$ cat config.mk
export PLATFORM = sky130hd
export DESIGN_NAME = mdu_seq_controller
export DESIGN_NICKNAME = d
export VERILOG_FILES = /design/src/rtl/mdu_seq_controller.sv
export SDC_FILE = /design/constraint.sdc
export NUM_CORES = 1
export LEC_CHECK = 0
export CORE_MARGIN = 5
export CORE_UTILIZATION = 35
export CTS_CLUSTER_SIZE = 25
export DETAILED_ROUTE_END_ITERATION = 16
export GPL_TIMING_DRIVEN = 0
export PLACE_DENSITY_LB_ADDON = 0.3
export SLEW_MARGIN = 20
export SYNTH_ARGS = -nofsm -noshare
export SYNTH_HDL_FRONTEND = slang
export SYNTH_SLANG_ARGS = --single-unit
$ cat constraint.sdc
create_clock -name clk -period 1.9 [get_ports clk]
set_input_delay 0.38 -clock clk [delete_from_list [all_inputs] [get_ports clk]]
set_output_delay 0.38 -clock clk [all_outputs]
set_load 0.05 [all_outputs]
$ cat src/rtl/mdu_seq_controller.sv
// Iterative multiply/divide sequencer: one shift-add or shift-subtract step per cycle,
// with div-by-zero/overflow fast paths, signed-divide fix-up, result hold under cpu_busy and flush abort.
module mdu_seq_controller #(
  parameter int XLEN  = 32,
  parameter int CNT_W = $clog2(XLEN)
) (
  input  logic             clk,
  input  logic             rst_n,
  input  logic [2:0]       funct3,
  input  logic             mdu_in_valid,
  input  logic             divisor_zero,
  input  logic             div_ovf,
  input  logic             cpu_busy,
  input  logic             flush,
  output logic [2:0]       op_q,
  output logic             m_wen,
  output logic             d_wen,
  output logic             fix_en,
  output logic [1:0]       res_sel,
  output logic [CNT_W-1:0] cnt_o,
  output logic             mdu_busy,
  output logic             mdu_out_valid
);

  typedef enum logic [2:0] {
    S_IDLE,
    S_MUL,
    S_DIV,
    S_FIX,
    S_DONE
  } state_t;

  localparam logic [CNT_W-1:0] CNT_LAST = CNT_W'(XLEN - 1);

  state_t           state, state_nxt;
  logic [CNT_W-1:0] cnt, cnt_nxt;
  logic [2:0]       op_nxt;
  logic [1:0]       res_sel_nxt;

  always_ff @(posedge clk) begin
    if (!rst_n) begin
      state   <= S_IDLE;
      cnt     <= '0;
      op_q    <= '0;
      res_sel <= '0;
    end else begin
      state   <= state_nxt;
      cnt     <= cnt_nxt;
      op_q    <= op_nxt;
      res_sel <= res_sel_nxt;
    end
  end

  always_comb begin
    state_nxt   = state;
    cnt_nxt     = cnt;
    op_nxt      = op_q;
    res_sel_nxt = res_sel;
    // op_q and res_sel survive a flush so the datapath mux stays put until the next accept
    if (state != S_IDLE && flush) begin
      state_nxt = S_IDLE;
      cnt_nxt   = '0;
    end else begin
      case (state)
        S_IDLE: begin
          if (mdu_in_valid && !flush) begin
            op_nxt  = funct3;
            cnt_nxt = '0;
            if (!funct3[2]) begin
              state_nxt   = S_MUL;
              res_sel_nxt = 2'd0;
            end else if (divisor_zero) begin
              state_nxt   = S_DONE;
              res_sel_nxt = 2'd1;
            end else if (!funct3[0] && div_ovf) begin
              state_nxt   = S_DONE;
              res_sel_nxt = 2'd2;
            end else begin
              state_nxt   = S_DIV;
              res_sel_nxt = 2'd0;
            end
          end
        end
        S_MUL: begin
          if (cnt == CNT_LAST) begin
            state_nxt = S_DONE;
            cnt_nxt   = '0;
          end else begin
            cnt_nxt = cnt + CNT_W'(1);
          end
        end
        S_DIV: begin
          if (cnt == CNT_LAST) begin
            state_nxt = op_q[0] ? S_DONE : S_FIX;
            cnt_nxt   = '0;
          end else begin
            cnt_nxt = cnt + CNT_W'(1);
          end
        end
        S_FIX:  state_nxt = S_DONE;
        S_DONE: if (!cpu_busy) state_nxt = S_IDLE;
        default: begin
          state_nxt = S_IDLE;
          cnt_nxt   = '0;
        end
      endcase
    end
  end

  assign m_wen         = (state == S_MUL);
  assign d_wen         = (state == S_DIV);
  assign fix_en        = (state == S_FIX);
  assign mdu_out_valid = (state == S_DONE);
  assign mdu_busy      = (state != S_IDLE);
  assign cnt_o         = cnt;

endmodule

======== Word level (Yosys, flattened, before mapping) ========
Cells that the tools add are included.
Widths: inputs -> output; s select.
operators by class
  $add $sub $neg .......................... 1
  equality and inequality tests ........... 9
  mux-type cells .......................... 15
  bitwise operators ....................... 3
  reduce and logical (&&, ||, !) cells .... 13
operators with widths
  operator             number
  $mux 3               8
  $pmux 3 s5           1
  $pmux 5 s3           1
  $mux 5               2
  $eq 3x2->1 const B   2
  $mux 2               3
  $reduce_or 2->1      3
  $add 5x1->5 const B  1
  $eq 5x5->1 const B   1
  $ne 2x1->1 const B   2
  $ne 2x2->1 const B   2
  $reduce_and 4->1     1
  $eq 3x1->1 const B   1
  $eq 3x3->1 const B   1
  $logic_and 1x1->1    3
  $logic_not 3->1      1
  $not 1->1            3
  $reduce_and 3->1     1
  $reduce_bool 3->1    1
  $logic_not 1->1      2
  $reduce_and 2->1     1
storage, ports and cells
  register bits after elaboration ......... 13
  logic and storage cells ................. 45

======== Logic depth before layout (Yosys ltp) ========
  word-level depth ........................ 7
  gate-level depth with buffers ........... 7

======== Least setup slack after synthesis ========
Ideal clock, no wire load.
  path type ............................... reg2reg
  from .................................... reg cnt[0] (netlist: cnt_o[0])
  to ...................................... reg state[1]
  library setup time ...................... 0.071 ns
  data arrival time ....................... 1.943 ns
  setup slack ............................. -0.114 ns
  cell stages (with the launch flop) ...... 8
  clock period less this slack ............ 2.014 ns
  path through ............................ dfxtp_1 -> ha_1 -> and3_1 -> ha_1 -> a21oi_1 -> a221oi_1 -> o21ai_0 -> a21oi_1
between the ends
  cells in the longest elaborated chain, start to end .. 3
  elaborated cells between the ends (all ways) .. 4
  those cells by class .................... 3 x eq/ne; 1 x reduce/logical
RTL lines
  item                                 line    RTL
  from (decl)                          36      logic [CNT_W-1:0] cnt, cnt_nxt;
  from (signal assigned)               48      cnt <= cnt_nxt;
  $eq 5x5->1 *                         85, 93
  $ne 2x1->1 (no source line)          n/a
  $reduce_and 4->1 (no source line) *  n/a
  to (signal assigned)                 47      state <= state_nxt;
  to (decl)                            35      state_t state, state_nxt;
Mark *: on every way between the ends. The rest lies on a longest branch, timed or not.
A chain may end at the register's enable or synchronous reset.

======== Worst setup path in the final report ========
  from .................................... reg cnt[0] (netlist: cnt_o[0])
  to ...................................... out cnt_o[0]
RTL lines
  item       line  RTL
  to (decl)  20    output logic [CNT_W-1:0] cnt_o,
No word-level cell between the ends.

==> metrics <==
outcome complete, no violations; ANT nets after route 0; main flop type after synthesis dfxtp_1; RSZ-0062 raised after global routing no; layout net count 125; GRT Util Overall between 10% and 20%; Seq/Total Area, Yosys 36.05%; fraction of layout cells with a size suffix above 1 16.96%; Routed wire per std cell 12.87 um; Final Core Density between 50% and 60%; Layout area overhead 41.08%; Max clock buf depth 2; Worst-path clk slew about 0.080 ns; post-synthesis cell area 721.9 um^2; number of global-route vias before repair 649; detailed-route via count 697; largest net degree at the start of global routing 11; DIE HEIGHT 55.42 um; Final setup viols 0; syn avg cell area around 8.6 um^2; Worst path max stage delay 0.81 ns; clock root cell clkbuf_4; worst slew pin tran 0.4997 ns; clock network power share a little under a quarter; TritonCTS buffer count 3; crit start category register; top sig layer met4; Peak VDD IR around 0.48 mV; dpl cells 135; hold buffers post-CTS 0; Site Rows 16; DRC 0; Tmin final 1.841 ns; CP top delay family buffers and inverters; Routability Congestion 0.7667; WL final ~1800 um; grt total ovfl 0; core area 1962 um^2; First DRT Iteration DRCs 6; flip-flop and latch count after synthesis 13; Ports 25; post-synthesis cell type count 34; Synth area leader dfxtp_1; Pins Over Slew Limit 0; Final Hold Fails 0; arrival time at the worst endpoint between 1 and 1.5 ns; setup TNS 0 ns; sw frac roughly 38%; Port Buffers 24; most frequent cells in the layout clkdlybuf4s50_1, dfxtp_1, nor2_1; Worst slew margin between 60% and 70%; synth top area cells dfxtp_1, mux2i_1, nor2_1; Initial Util 36.80%; Post-Route M1 WL 837 um; Tcrit/Tclk final between 90% and 100%; Post-Syn Instances 84; Hold Crit Class reg2reg; share of the synthesized area in the top cell type 36.05%; Vias/cell 5.014; worst reg2reg startpoint state[1]; Bufs and invs on worst path 1; H-tree depth 1; Max Clk Rate 543.2 MHz; die area 3071 um^2; Design Power 771.6 uW; DRT Pass-1 Iters 5; most common cell after layout, fill and taps aside clkdlybuf4s50_1; combinational group share of total power 36.7%; first-pass GRT wire length ~3100 um; Met3 Routed Length 103 um; chip width 55.42 um; # diodes 0; CTS resizes 19; clk sinks 13; antenna violations before repair 0; slowest CP cell clkdlybuf4s50_1; Setup Buffers After CTS 0; Syn. warnings 0; Required @ worst endpoint 1.52 ns; worst skew pair latency 0.28 ns; final cell count without fillers about 140; min-delay src res_sel[1]; P_leak approximately 0.45 nW; met2 wire length slightly above 800 um; sequential power share 39.8%; # fillers 207; DP HPWL 1315 um; worst clock skew around 0.0020 ns; Post-synth EDFFs 0; Setup crit start cnt_o[0]; Max-Cap Viols 0; Internal Dissipation 481.9 uW; worst path cell trace clkdlybuf4s50_1; Synth async-reset ratio 0%; CTS tree done; largest fanout on the critical path 4; Mapped Nets between 90 and 100; Pwr per Cell Area ~760 nW/um^2; critical path class reg2out; CP Capture Type output port; sw power 289.7 uW
## state kept, by name, summed over array words and instances (netlist names)
signal and flops:
res_sel 2, op_q 3, cnt_o 5, state 3
## layer usage
| layer | global-route usage [%] | up-vias |
|---|---|---|
| met5 | 0 | - |
| met4 | 6.250 | 0 |
| met3 | 4.895 | 3 |
| met2 | 18.41 | 21 |
| met1 | 15.99 | 315 |
| li1 | - | 358 |
## stage by stage
stage	worst slack [ns]	hold slack, ns	cell area [um^2]
floorplan	0.07958	0.5082	724.4
global placement	-0.2040	0.4387	998.5
detailed placement	-0.1949	0.4408	998.5
CTS	0.001101	0.4529	1032
global route	0.01252	0.4686	1018
finish	0.05898	0.4508	1018
## power groups by stage
stage	sequential [mW]	clock (mW)	combinational, mW
floorplan	0.343	0	0.166
global placement	0.312	0	0.284
detailed placement	0.313	0	0.288
CTS	0.307	0.188	0.287
global route	0.310	0.196	0.310
finish	0.307	0.181	0.283
## synthesized netlist by cell type, types with 3 or more instances
library cell	count
a21oi_1	6
and2_1	3
nor2b_1	5
nor2_1	9
dfxtp_1	13
mux2i_1	4
nand2_1	8
## path summary, 6_finish.rpt
kind	slack (ns)	end	cells past startpoint
worst max register to register	0.10	res_sel[0]	6
worst min-delay path	0.45	res_sel[1]	2
worst min register to register	0.45	res_sel[1]	2
worst max-delay path	0.06	cnt_o[0]	1
## logic make-up (layout without fill, tap and decap cells)
logic type,Yosys count,count (layout),share of synthesized area (%)
compound gates,19,19,17.33
xor+xnor,1,1,1.213
fa+ha+maj,2,2,3.466
buf+inv,4,32,4.158
flops,13,13,36.05
mux,4,4,5.546
simple gates,41,41,32.24
## layout make-up
type / count / area (um^2) / area share (%)
Buffer: 3 / 27.53 / 2.703
Clock buffer: 4 / 26.28 / 2.580
Inverter: 1 / 3.754 / 0.3685
Multi-Input combinational cell: 67 / 445.4 / 43.73
Sequential cell: 13 / 262.8 / 25.80
Tap cell: 27 / 33.78 / 3.317
Timing Repair Buffer: 24 / 219.0 / 21.50
Power figures use the tool's default switching activity.
